**config.mk**
```make
export PLATFORM = sky130hd
export DESIGN_NAME = serial_adder
export DESIGN_NICKNAME = d
export VERILOG_FILES = /design/src/rtl/serial_adder.sv
export SDC_FILE = /design/constraint.sdc
export NUM_CORES = 1
export LEC_CHECK = 0
export BUFFER_PORTS_ARGS = -buffer_cell sky130_fd_sc_hd__buf_4
export CORE_ASPECT_RATIO = 1.4
export CORE_MARGIN = 5
export CORE_UTILIZATION = 40
export CTS_CLUSTER_DIAMETER = 120
export DETAILED_ROUTE_END_ITERATION = 8
export PLACE_DENSITY_LB_ADDON = 0.1
export SLEW_MARGIN = 20
export SYNTH_ARGS = -nofsm -noshare
export SYNTH_HDL_FRONTEND = slang
export SYNTH_SLANG_ARGS = --single-unit
```
**constraint.sdc**
```tcl
create_clock -name clk -period 2.1 [get_ports clk]
set_input_delay 0.105 -clock clk [delete_from_list [all_inputs] [get_ports clk]]
set_output_delay 0.105 -clock clk [all_outputs]
set_load 0.02 [all_outputs]
```
**src/rtl/serial_adder.sv**
```systemverilog
// Bit-serial adder: one full-adder cell plus a carry flop, WIDTH clocks per operation.
// Optional SERIAL_ADDER_SUB_EN adds a 'sub' input selecting a - b (two's complement).
module serial_adder #(
   parameter int WIDTH = 8
) (
   input  logic             clk,
   input  logic             rst_n,
   input  logic             start,
   input  logic [WIDTH-1:0] a,
   input  logic [WIDTH-1:0] b,
   input  logic             cin,
`ifdef SERIAL_ADDER_SUB_EN
   input  logic             sub,
`endif
   output logic             ready,
   output logic             busy,
   output logic [WIDTH-1:0] sum,
   output logic             cout,
   output logic             done
);

   localparam int CNT_W = $clog2(WIDTH) + 1;
   localparam logic [CNT_W-1:0] LAST_BIT = CNT_W'(WIDTH - 1);

   typedef enum logic [1:0] {IDLE, SHIFT, DONE} state_t;

   state_t             state;
   logic [WIDTH-1:0]   sh_a;
   logic [WIDTH-1:0]   sh_b;
   logic [WIDTH-2:0]   res;
   logic               carry;
   logic [CNT_W-1:0]   cnt;

   logic [WIDTH-1:0]   b_load;
   logic               c_load;
   logic               bit_sum;
   logic               bit_carry;
   logic [WIDTH-1:0]   res_next;

   // Subtraction is a + ~b + 1, so only the loaded operand and carry change.
   always_comb begin
      b_load = b;
      c_load = cin;
`ifdef SERIAL_ADDER_SUB_EN
      if (sub) begin
         b_load = ~b;
         c_load = 1'b1;
      end
`endif
   end

   assign bit_sum   = sh_a[0] ^ sh_b[0] ^ carry;
   assign bit_carry = (sh_a[0] & sh_b[0]) | (sh_a[0] & carry) | (sh_b[0] & carry);
   assign res_next  = {bit_sum, res};

   always_ff @(posedge clk or negedge rst_n) begin
      if (!rst_n) begin
         state <= IDLE;
         ready <= 1'b1;
         busy  <= 1'b0;
         done  <= 1'b0;
         sum   <= '0;
         cout  <= 1'b0;
         sh_a  <= '0;
         sh_b  <= '0;
         res   <= '0;
         carry <= 1'b0;
         cnt   <= '0;
      end else begin
         case (state)
            IDLE: begin
               if (start) begin
                  sh_a  <= a;
                  sh_b  <= b_load;
                  carry <= c_load;
                  cnt   <= '0;
                  ready <= 1'b0;
                  busy  <= 1'b1;
                  state <= SHIFT;
               end
            end
            SHIFT: begin
               sh_a  <= sh_a >> 1;
               sh_b  <= sh_b >> 1;
               carry <= bit_carry;
               res   <= res_next[WIDTH-1:1];
               cnt   <= cnt + 1'b1;
               // Final bit: publish the full result together with the carry-out.
               if (cnt == LAST_BIT) begin
                  sum   <= res_next;
                  cout  <= bit_carry;
                  busy  <= 1'b0;
                  done  <= 1'b1;
                  state <= DONE;
               end
            end
            DONE: begin
               done  <= 1'b0;
               ready <= 1'b1;
               state <= IDLE;
            end
            default: begin
               done  <= 1'b0;
               busy  <= 1'b0;
               ready <= 1'b1;
               state <= IDLE;
            end
         endcase
      end
   end

endmodule
```
After elaboration in Yosys (flattened, before gate mapping)
Cells that the tools add are included.
{ "word_totals": {"output_inout_bits": 12, "regBits": 42} }
{ "classes": {"reduce_logical": 8, "addsub": 1, "muxes": 18, "bitwise_logic": 10, "eq_ne": 5} }
{ "ops": {"columns": ["cell", "count"], "rows": [
  ["8-bit one-hot mux with 2 select lines", 2],
  ["8-bit two-way mux", 2],
  ["2-bit AND reduction", 5],
  ["4-bit one-hot mux with 2 select lines", 1],
  ["1-bit one-hot mux with 2 select lines", 3],
  ["1-bit two-way mux", 5],
  ["4-bit by 1-bit adder with 4-bit output, second input constant", 1],
  ["4-bit by 3-bit == test with 1-bit output, second input constant", 1],
  ["2-bit two-way mux", 2],
  ["4-bit two-way mux", 1],
  ["2-bit inequality test, second input constant", 2],
  ["2-bit one-hot mux with 2 select lines", 1],
  ["1-bit AND", 3],
  ["1-bit inverter", 3],
  ["1-bit one-hot mux with 3 select lines", 1],
  ["3-bit AND reduction", 1],
  ["2-bit by 1-bit == test with 1-bit output, second input constant", 1],
  ["2-bit == test, second input constant", 1],
  ["2-bit zero test", 1],
  ["1-bit bitwise OR", 2],
  ["2-bit nonzero test", 1],
  ["1-bit XOR", 2]
]} }

Logic depth before layout (Yosys ltp)
Gate-level depths: netlist of the first run.
{ "logic_depth": {"ltp_word": 4, "mapped_depth": 5, "depth_no_buf": 4} }

Worst setup path after synthesis of the first run
Ideal clock, no wire load.
{ "synth_timing": {"path_kind": "reg-to-reg", "from": "register cnt[0]", "to": "register cout", "stages_incl_launch_ff": 6, "t_required_ns": 1.975, "path_buffers": 1, "t_arrival_ns": 1.365, "slack_ns": 0.610, "setup_time_ns": 0.125, "path_cell_list": "dfrtp_1 -> ha_1 -> and3b_1 -> and2_4 -> buf_8 -> mux2_4"} }
{ "synth_between": {"elab_chain_cells": 2} }
{ "synth_rtl": {"columns": ["item", "line_no", "rtl"], "rows": [
  ["from (decl)", "32", "logic [CNT_W-1:0] cnt;"],
  ["from (signal assigned)", "87", "cnt <= cnt + 1'b1;"],
  ["4-bit by 3-bit == test with 1-bit output", "89", "if (cnt == LAST_BIT) begin"],
  ["2-bit AND reduction (no line)", null, null],
  ["to (signal assigned)", "91", "cout <= bit_carry;"],
  ["to (decl)", "18", "output logic cout,"]
]} }
Every way passes these cells.
A chain may end at the register's enable or synchronous reset.

Worst setup path after layout of the first run
{ "layout_timing": {"from": "register state[1]", "to": "register sum[7]"} }
{ "layout_between": {"elab_chain_cells": 2} }
{ "layout_rtl": {"columns": ["item", "line_no", "rtl"], "rows": [
  ["from (decl)", "27", "state_t state;"],
  ["from (signal assigned)", "58", "state <= IDLE;"],
  ["from (signal assigned)", "79", "state <= SHIFT;"],
  ["from (signal assigned)", "94", "state <= DONE;"],
  ["2-bit by 1-bit == test with 1-bit output", "70", "case (state)"],
  ["2-bit AND reduction (no line)", null, null],
  ["to (signal assigned)", "90", "sum <= res_next;"],
  ["to (decl)", "17", "output logic [WIDTH-1:0] sum,"]
]} }
Every way passes these cells.

==> results of run 1 <==
## layout make-up
cell class	instances	area (sq um)	share of cell area [%]
Sequential cell	42	1052	47.17
Multi-Input combinational cell	91	721.9	32.36
Timing Repair Buffer	36	272.8	12.23
Clock buffer	6	82.58	3.702
Tap cell	62	77.57	3.477
Clock inverter	2	12.51	0.5609
Inverter	3	11.26	0.5048
## how the worst max path moves through the flow
stage	end	depth (start not counted)	start	slack, ns
2_1_floorplan	cout$_DFFE_PN0P_	5	cnt[0]$_DFFE_PN0P_	0.61
3_3_place_gp	sum[7]$_DFFE_PN0P_	3	state[1]$_DFFE_PN0P_	0.51
3_5_place_dp	sum[7]$_DFFE_PN0P_	3	state[1]$_DFFE_PN0P_	0.45
4_1_cts	sum[7]$_DFFE_PN0P_	3	state[1]$_DFFE_PN0P_	0.43
5_1_grt	sh_a[1]$_DFFE_PN0P_	4	state[1]$_DFFE_PN0P_	0.33
6_report	sum[7]$_DFFE_PN0P_	3	state[1]$_DFFE_PN0P_	0.45
## layout by cell type (no fill, tap or decap), types with 2 or more instances in the layout
| cell type | n |
|---|---|
| inv_1 | 2 |
| nor2_1 | 2 |
| nand3_1 | 2 |
| dfrtp_1 | 41 |
| mux2_4 | 8 |
| clkbuf_8 | 6 |
| mux2_2 | 9 |
| o21ai_0 | 19 |
| a22oi_1 | 32 |
| nand2_1 | 6 |
| a22o_1 | 2 |
| buf_4 | 35 |
## state kept, by name, summed over array words and instances, names as in the netlist
register and flops:
busy 1, done 1, carry 1, sh_b 8, res 7, state 2
sh_a 8, sum 8, cout 1, cnt 4, ready 1
## power groups by stage
| stage | clock, mW | combinational [mW] | sequential [mW] |
|---|---|---|---|
| after global placement | 0 | 1.30 | 1.43 |
| after floorplan | 0 | 0.856 | 1.51 |
| after CTS | 0.554 | 1.34 | 1.44 |
| final | 0.534 | 1.32 | 1.43 |
| after global routing | 0.587 | 1.47 | 1.49 |
| after detailed placement | 0 | 1.34 | 1.45 |
## through the flow
stage	setup slack (ns)	cell area (sq um)	power (mW)	std cells	util (%)
floorplan	0.6099	1853	2.366	147	-
global placement	0.5110	2126	2.728	233	47.25
detailed placement	0.4541	2126	2.787	233	47.25
CTS	0.4322	2231	3.329	242	49.58
global route	0.3321	2231	3.545	242	49.58
finish	0.4477	2231	3.281	242	49.58
## per-layer routing
layer  routed length, um  GRT usage, %
met5                   0             0
met4                  44         5.584
met3                 186         3.611
met2                1923         23.15
met1                1590         16.52
## cell usage after synthesis
library cell / instances / area (sq um)
o311ai_0: 1 / 8.760
a22oi_1: 32 / 240.2
a21oi_1: 1 / 5.000
dfstp_2: 1 / 26.28
nor2_1: 2 / 7.510
o32ai_1: 1 / 8.760
nor2b_4: 1 / 13.76
nor2b_1: 1 / 6.260
nand3_1: 2 / 10.01
and2_4: 1 / 8.760
nand2_1: 6 / 22.52
clkbuf_1: 3 / 11.26
buf_2: 6 / 30.03
mux2_4: 8 / 120.1
a22o_1: 2 / 17.52
inv_1: 2 / 7.510
o21ai_0: 19 / 95.09
and3b_1: 1 / 8.760
dfrtp_1: 41 / 1026
o21bai_1: 1 / 7.510
buf_6: 1 / 11.26
clkinv_1: 1 / 3.750
ha_1: 1 / 12.51
buf_8: 1 / 15.01
fa_1: 1 / 20.02
mux2_2: 9 / 101.4
a21o_1: 1 / 7.510
## worst max-delay path, cell delays in order (launching register included)
cell	delay, ns
dfrtp_1	0.54
nor2b_4	0.32
and2_4	0.32
mux2_2	0.35
## logic make-up after synthesis
| family | Yosys count |
|---|---|
| AOI/OAI and AO/OA | 58 |
| DFF | 42 |
| muxes | 17 |
| buffers and inverters | 14 |
| and+or+nand+nor | 14 |
| adders and majority gates | 2 |
==> results.toml, run 1 <==
[setup_path]
crit_required_ns = 2.28
end_kind = "flop"
rrSetupSlack_ns = 0.45
rr_worst_depth = 3
start_kind = "flop"
path_class = "flop to flop"
cp_max_fo = 12
reg2reg_to = "sum[7]$_DFFE_PN0P_"
r2r-start = "state[1]$_DFFE_PN0P_"
cp.arrival_ns = 1.83

[synthesis]
synth_cells = 147
syn_avg_cell_area_sq_um = 12.61
syn-num-nets = 169
synth_fa_ha_area_share_pct = 1.756
synthXorXnorAreaFrac_pct = 0
synth_top_family_by_area = "compound AO/OA/AOI/OAI gates"
ys_types = 27
synth_compound_area_share_pct = 21.07
ys_seq_area_share_pct = 56.79
muxShareOfSynthArea_pct = 11.95
syn-cell-area_sq_um = 1853
yosysWarnings = 0
synth_seq_cells = 42
yosys.area_share.simple_pct = 4.186

[power]
ir_worst_vdd_mv = 0.4699
switchingPower_mw = 1.170
p_clk_share_pct = 16.3
power.share.combinational_pct = 40.1
pwr-share-seq_pct = 43.6
power.leakage_nw = 1.031
p_sw_share_pct = 35.65
power_density_nw_per_um2 = 1471
cell_internal_pwr_mw = 2.111

[detailed_routing]
wl_per_cell_um = 15.47
wirelength_um = 3744
first_pass_iters = 4
vias = 1302
drt_iter0_markers = 77
drt_drc_violations_left = 0
routed_via_density = 5.380
postRouteAntennaNets = 0

[cells_and_area]
drive_gt1_share_pct = 35.00
fillers = 444
area_delta_synth_final_pct = 20.39
nNetsFinal = 201
n_antenna_cell = 0

[cts]
cts_sinks = 42
cts_root_buf = "clkbuf_8"
clock_latency_ns = 0.29
cts_resized = 0
cts_max_level = 2
post_cts_buffers = 0
clock_path_buffers = 2
cts_tree = "built"
clk_pin_slew_ns = 0.08
numCtsBuffers = 5
hold_buffers = 1

[global_route]
grt_pass1_wl_um = 6548
grt.overflow.total = 0
grt_util_all_layers_pct = 13.91
grt_pass1_vias = 1391
grt_max_degree = 43
antenna_found_initial = 0

[timing]
fmax_mhz = 605.2
holdWs_ns = 0.1053
clock_skew_ns = 0.006727
finalSetupTns_ns = 0
rsz0062_at_grt = "false"
post-route-period-util_pct = 78.68
hold_violations = 0
setup_viol = 0
slew_violations = 0
fin_crit_ns = 1.652
tightest_slew_ns = 0.5264
slew_headroom_pct = 64.69

[die]
die_h_um = 90.53
start_util_pct = 41.18
dieArea_sq_um = 6113
die_w_um = 67.53
rows = 29
io_pins = 32
core_sq_um = 4499

[min_path]
min_to = "sh_a[7]$_DFFE_PN0P_"
min_from = "a[7]"
whs_path_depth = 3
hp-class = "input port to flop"

[flow_run]
maxCapViolCount = 0

[run_status]
status = "completed"

[place]
place_hpwl_um = 2622
portBuffers = 31
place.gp.congestion = 0.6822
(Power assumes the default switching activity.)
==> inputs of run 2 (changes only) <==
==> constraint.sdc (replaced) <==
create_clock -name clk -period 1.6 [get_ports clk]
set_input_delay 0.08 -clock clk [delete_from_list [all_inputs] [get_ports clk]]
set_output_delay 0.08 -clock clk [all_outputs]
set_load 0.02 [all_outputs]
==> results.toml, run 2 (synthesis results as in run 1) <==
[setup_path]
start_kind = "flop"
path_class = "flop to flop"
rrSetupSlack_ns = 0.06
cp.arrival_ns = 1.71
end_kind = "flop"
cp_max_fo = 5
crit_required_ns = 1.77

[power]
switchingPower_mw = 1.538
power_density_nw_per_um2 = 1928
p_clk_share_pct = 15.7
ir_worst_vdd_mv = 0.7185
design_power_total_mw = 4.341
power.share.combinational_pct = 41.4
p_sw_share_pct = 35.44
power.leakage_nw = 1.045
cell_internal_pwr_mw = 2.803
pwr-share-seq_pct = 42.9

[cells_and_area]
nNetsFinal = 204
final_common_cell = "dfrtp_1"
area_delta_synth_final_pct = 21.47
n_antenna_cell = 0
fillers = 439
layout_common_cells = "dfrtp_1 (41), buf_4 (37), a22oi_1 (32), o21ai_0 (19), mux2_2 (9)"
fin_area_sq_um = 2251
reg_top3 = "sh_a (8), sh_b (8), sum (8)"
drive_gt1_share_pct = 36.07

[cts]
clock_latency_ns = 0.28
cts_tree = "built"
cts_sinks = 42
cts_max_level = 2
clock_path_buffers = 2
post_cts_buffers = 0
clk_pin_slew_ns = 0.08
numCtsBuffers = 5
cts_root_buf = "clkbuf_8"

[timing]
post-route-period-util_pct = 96.00
setup_viol = 0
setup_slack_ns = 0.06393
slew_headroom_pct = 64.30
slew_violations = 0
rsz0062_at_grt = "false"
fin_crit_ns = 1.536
fmax_mhz = 651.0
hold_violations = 0
clock_skew_ns = 0.006956
finalSetupTns_ns = 0
tightest_slew_ns = 0.5355

[run_status]
status = "completed"

[die]
rows = 29
io_pins = 32
dieArea_sq_um = 6113
core_sq_um = 4499
start_util_pct = 41.18
die_h_um = 90.53
die_w_um = 67.53

[flow_run]
maxCapViolCount = 0

[place]
place.gp.congestion = 0.7095
place_hpwl_um = 2628
placed_cell_area_sq_um = 2141
place_ws_ns = 0.05386
portBuffers = 31

[global_route]
grt_max_degree = 43
antenna_found_initial = 0
grt.overflow.total = 0
grt_pass1_wl_um = 6506
grt_pass1_vias = 1380
grt_util_all_layers_pct = 13.43

[min_path]
hp-class = "input port to flop"

[detailed_routing]
first_pass_iters = 5
routed_via_density = 5.404
drt_drc_violations_left = 0
postRouteAntennaNets = 0
vias = 1324
wl_per_cell_um = 15.55
drt_iter0_markers = 54
wirelength_um = 3809
-- run 2: changes by cell type in the layout (fill, tap and decap cells not counted), sizes merged --
cell	change
and2	+1
buf	+2
clkbuf	+1
clkinvlp	-1
-- run 2: power by group through the flow --
stage	combinational [mW]	sequential, mW	clock [mW]
after global routing	1.97	1.92	0.748
after floorplan	1.12	1.98	0
after CTS	1.81	1.86	0.710
final	1.80	1.86	0.683
after global placement	1.75	1.86	0
after detailed placement	1.81	1.88	0
-- run 2: final timing paths --
path                                    start             endpoint  depth (start not counted)
setup / recovery           cnt[0]$_DFFE_PN0P_   sum[0]$_DFFE_PN0P_                          4
hold reg to reg              done$_DFFE_PN0P_     done$_DFFE_PN0P_                          1
max in group asynchronous               rst_n  sh_a[1]$_DFFE_PN0P_                          2
hold / removal                           b[5]  sh_b[5]$_DFFE_PN0P_                          3
setup reg to reg           cnt[0]$_DFFE_PN0P_   sum[0]$_DFFE_PN0P_                          4
min in group asynchronous               rst_n   res[0]$_DFFE_PN0N_                          2
-- run 2: through the flow --
stage,util [%],hold slack [ns],instances
3_5_place_dp,47.58,0.09527,235
5_1_grt,50.03,0.09128,245
3_3_place_gp,47.58,0.09176,235
4_1_cts,49.83,0.07389,244
6_report,50.03,0.07924,245
2_1_floorplan,-,-0.2156,147
-- run 2: critical path, stage by stage, from the launching register on --
cell and delay, ns:
dfrtp_1 0.42, ha_1 0.23, and3b_2 0.24, and2_2 0.23, mux2_4 0.30
-- run 2: what timing repair did --
item	CTS	global route
endpoints found under the hold margin	41	0
setup endpoints to repair	0	1
hold buffers	1	0
resized for setup	0	1
-- run 2: layout make-up --
class	count	area, sq um	area share [%]
inverter	3	11.26	0.5003
tap	62	77.57	3.446
clock inverter	1	5.005	0.2223
sequential	42	1052	46.75
clock buffer	7	86.33	3.835
multi-input combinational	92	730.7	32.46
timing repair buffer	38	287.8	12.78
-- run 2: layer usage --
metal | wire length, um | part of all wire [%] | global-route usage, % | vias to the layer above
met2 | 1909 | 50 | 21.36 | 33
li1 | - | - | - | 617
met1 | 1602 | 42 | 17.07 | 667
met5 | 0 | 0 | 0 | -
met4 | 58 | 1.5 | 3.892 | 0
met3 | 239 | 6.3 | 4.359 | 7
==> inputs of run 3 (changes only) <==
--- a/config.mk
+++ b/config.mk
@@ -8,7 +8,7 @@
 export BUFFER_PORTS_ARGS = -buffer_cell sky130_fd_sc_hd__buf_4
 export CORE_ASPECT_RATIO = 1.4
 export CORE_MARGIN = 5
-export CORE_UTILIZATION = 40
+export CORE_UTILIZATION = 55
 export CTS_CLUSTER_DIAMETER = 120
 export DETAILED_ROUTE_END_ITERATION = 8
 export PLACE_DENSITY_LB_ADDON = 0.1
==> results.toml, run 3 (synthesis results as in run 1) <==
[die]
io_pins = 32
start_util_pct = 55.89
core_sq_um = 3316
dieArea_sq_um = 4646
die_h_um = 78.68
rows = 25
die_w_um = 59.06

[power]
power.leakage_nw = 1.036
power.share.combinational_pct = 41.0
cell_internal_pwr_mw = 2.791
switchingPower_mw = 1.529
power_density_nw_per_um2 = 1957
ir_worst_vdd_mv = 1.099
p_sw_share_pct = 35.40
p_clk_share_pct = 15.9
pwr-share-seq_pct = 43.1

[cells_and_area]
fin_area_sq_um = 2207
final_common_cell = "dfrtp_1"
nNetsFinal = 202
area_delta_synth_final_pct = 19.11
fin_cells = 221
drive_gt1_share_pct = 34.81
reg_top3 = "sh_a (8), sh_b (8), sum (8)"
n_antenna_cell = 0
layout_common_cells = "dfrtp_1 (41), buf_4 (36), a22oi_1 (32), o21ai_0 (19), mux2_2 (9)"

[cts]
clock_latency_ns = 0.29
cts_sinks = 42
clk_pin_slew_ns = 0.08
clock_path_buffers = 2
numCtsBuffers = 5
post_cts_buffers = 0
cts_root_buf = "clkbuf_8"
cts_max_level = 2
cts_tree = "built"

[timing]
rsz0062_at_grt = "false"
slew_headroom_pct = 65.21
setup_viol = 0
post-route-period-util_pct = 95.12
finalSetupTns_ns = 0
fmax_mhz = 657.1
tightest_slew_ns = 0.5187
clock_skew_ns = 0.006466
fin_crit_ns = 1.522
slew_violations = 0
hold_violations = 0

[global_route]
grt.overflow.total = 0
grt_pass1_wl_um = 6292
grt_util_all_layers_pct = 17.59
grt_pass1_vias = 1418
grt_max_degree = 43
antenna_found_initial = 0

[flow_run]
maxCapViolCount = 0

[place]
portBuffers = 31
placed_cell_area_sq_um = 2106
dp_cells = 212
place.gp.congestion = 0.7256
place_hpwl_um = 2536

[setup_path]
cp_slowest_cell = "dfrtp_1"
reg2reg_to = "sum[7]$_DFFE_PN0P_"
r2r-start = "cnt[0]$_DFFE_PN0P_"
worstPathCellList = "ha_1 > and3b_1 > and2_4 > mux2_2"
end_kind = "flop"
path_delay_family = "simple AND/OR/NAND/NOR gates"
crit_required_ns = 1.78
start_kind = "flop"
rrSetupSlack_ns = 0.08
cpPeakStageDelay_ns = 0.38
cp_max_fo = 11
cp_num_buf_inv = 0
cp.arrival_ns = 1.70
path_class = "flop to flop"
rr_worst_depth = 4

[detailed_routing]
wirelength_um = 3615
wl_per_cell_um = 16.36
postRouteAntennaNets = 0
routed_via_density = 5.860
drt_drc_violations_left = 0
drt_iter0_markers = 48
vias = 1295
first_pass_iters = 4

[min_path]
min_from = "a[7]"
min_to = "sh_a[7]$_DFFE_PN0P_"
whs_path_depth = 3
hp-class = "input port to flop"

[run_status]
status = "completed"
==> run 3: per-layer routing <==
| metal | wire length [um] | part of all wire [%] | global-route usage [%] |
|---|---|---|---|
| met5 | 0 | 0 | 0 |
| met4 | 52 | 1.4 | 7.256 |
| met3 | 188 | 5.2 | 5.263 |
| met2 | 1899 | 53 | 29.98 |
| met1 | 1475 | 41 | 19.96 |
==> run 3: worst reg2reg max path, delay by kind of cell (launching register included) <==
| family | cells | cell delay [ns] |
|---|---|---|
| adder cells (fa/ha/maj) | 1 | 0.19 |
| multiplexers | 1 | 0.36 |
| AND/OR/NAND/NOR | 2 | 0.48 |
| flip-flops | 1 | 0.38 |
==> run 3: repair_timing <==
item	4_1_cts	5_1_grt
resized for setup	0	0
setup endpoints to repair	0	1
hold endpoints to repair	41	0
hold buffers	1	0
==> run 3: cell type report <==
cell class	instances	area, sq um
Clock inverter	1	5.005
Inverter	3	11.26
Timing Repair Buffer	37	280.3
Multi-Input combinational cell	91	721.9
Fill cell	258	1109
Tap cell	40	50.05
Sequential cell	42	1052
Clock buffer	7	86.33
==> run 3: power groups by stage <==
stage	registers (mW)	clock network (mW)	logic [mW]
4_1_cts	1.87	0.706	1.80
3_3_place_gp	1.86	0	1.72
6_report	1.86	0.687	1.77
2_1_floorplan	1.98	0	1.12
5_1_grt	1.93	0.747	1.95
3_5_place_dp	1.89	0	1.79
==> run 3: how the worst max path moves through the flow <==
stage	from	to	slack, ns	cells past startpoint
5_1_grt	cnt[0]$_DFFE_PN0P_	sum[7]$_DFFE_PN0P_	0.005	4
6_report	cnt[0]$_DFFE_PN0P_	sum[7]$_DFFE_PN0P_	0.08	4
4_1_cts	cnt[0]$_DFFE_PN0P_	sum[7]$_DFFE_PN0P_	0.07	4
3_5_place_dp	cnt[0]$_DFFE_PN0P_	sum[7]$_DFFE_PN0P_	0.08	4
3_3_place_gp	cnt[0]$_DFFE_PN0P_	sum[7]$_DFFE_PN0P_	0.13	4
2_1_floorplan	cnt[0]$_DFFE_PN0P_	cout$_DFFE_PN0P_	0.11	5
==> run 3: through the flow <==
step	setup WS, ns	power (mW)	utilization, %	hold slack [ns]
detailed placement	0.07955	3.683	63.51	0.09065
global placement	0.1299	3.586	63.51	0.08781
floorplan	0.1099	3.105	-	-0.2156
global route	0.005016	4.626	66.57	0.08570
CTS	0.07406	4.379	66.57	0.07590
finish	0.07810	4.320	66.57	0.07832
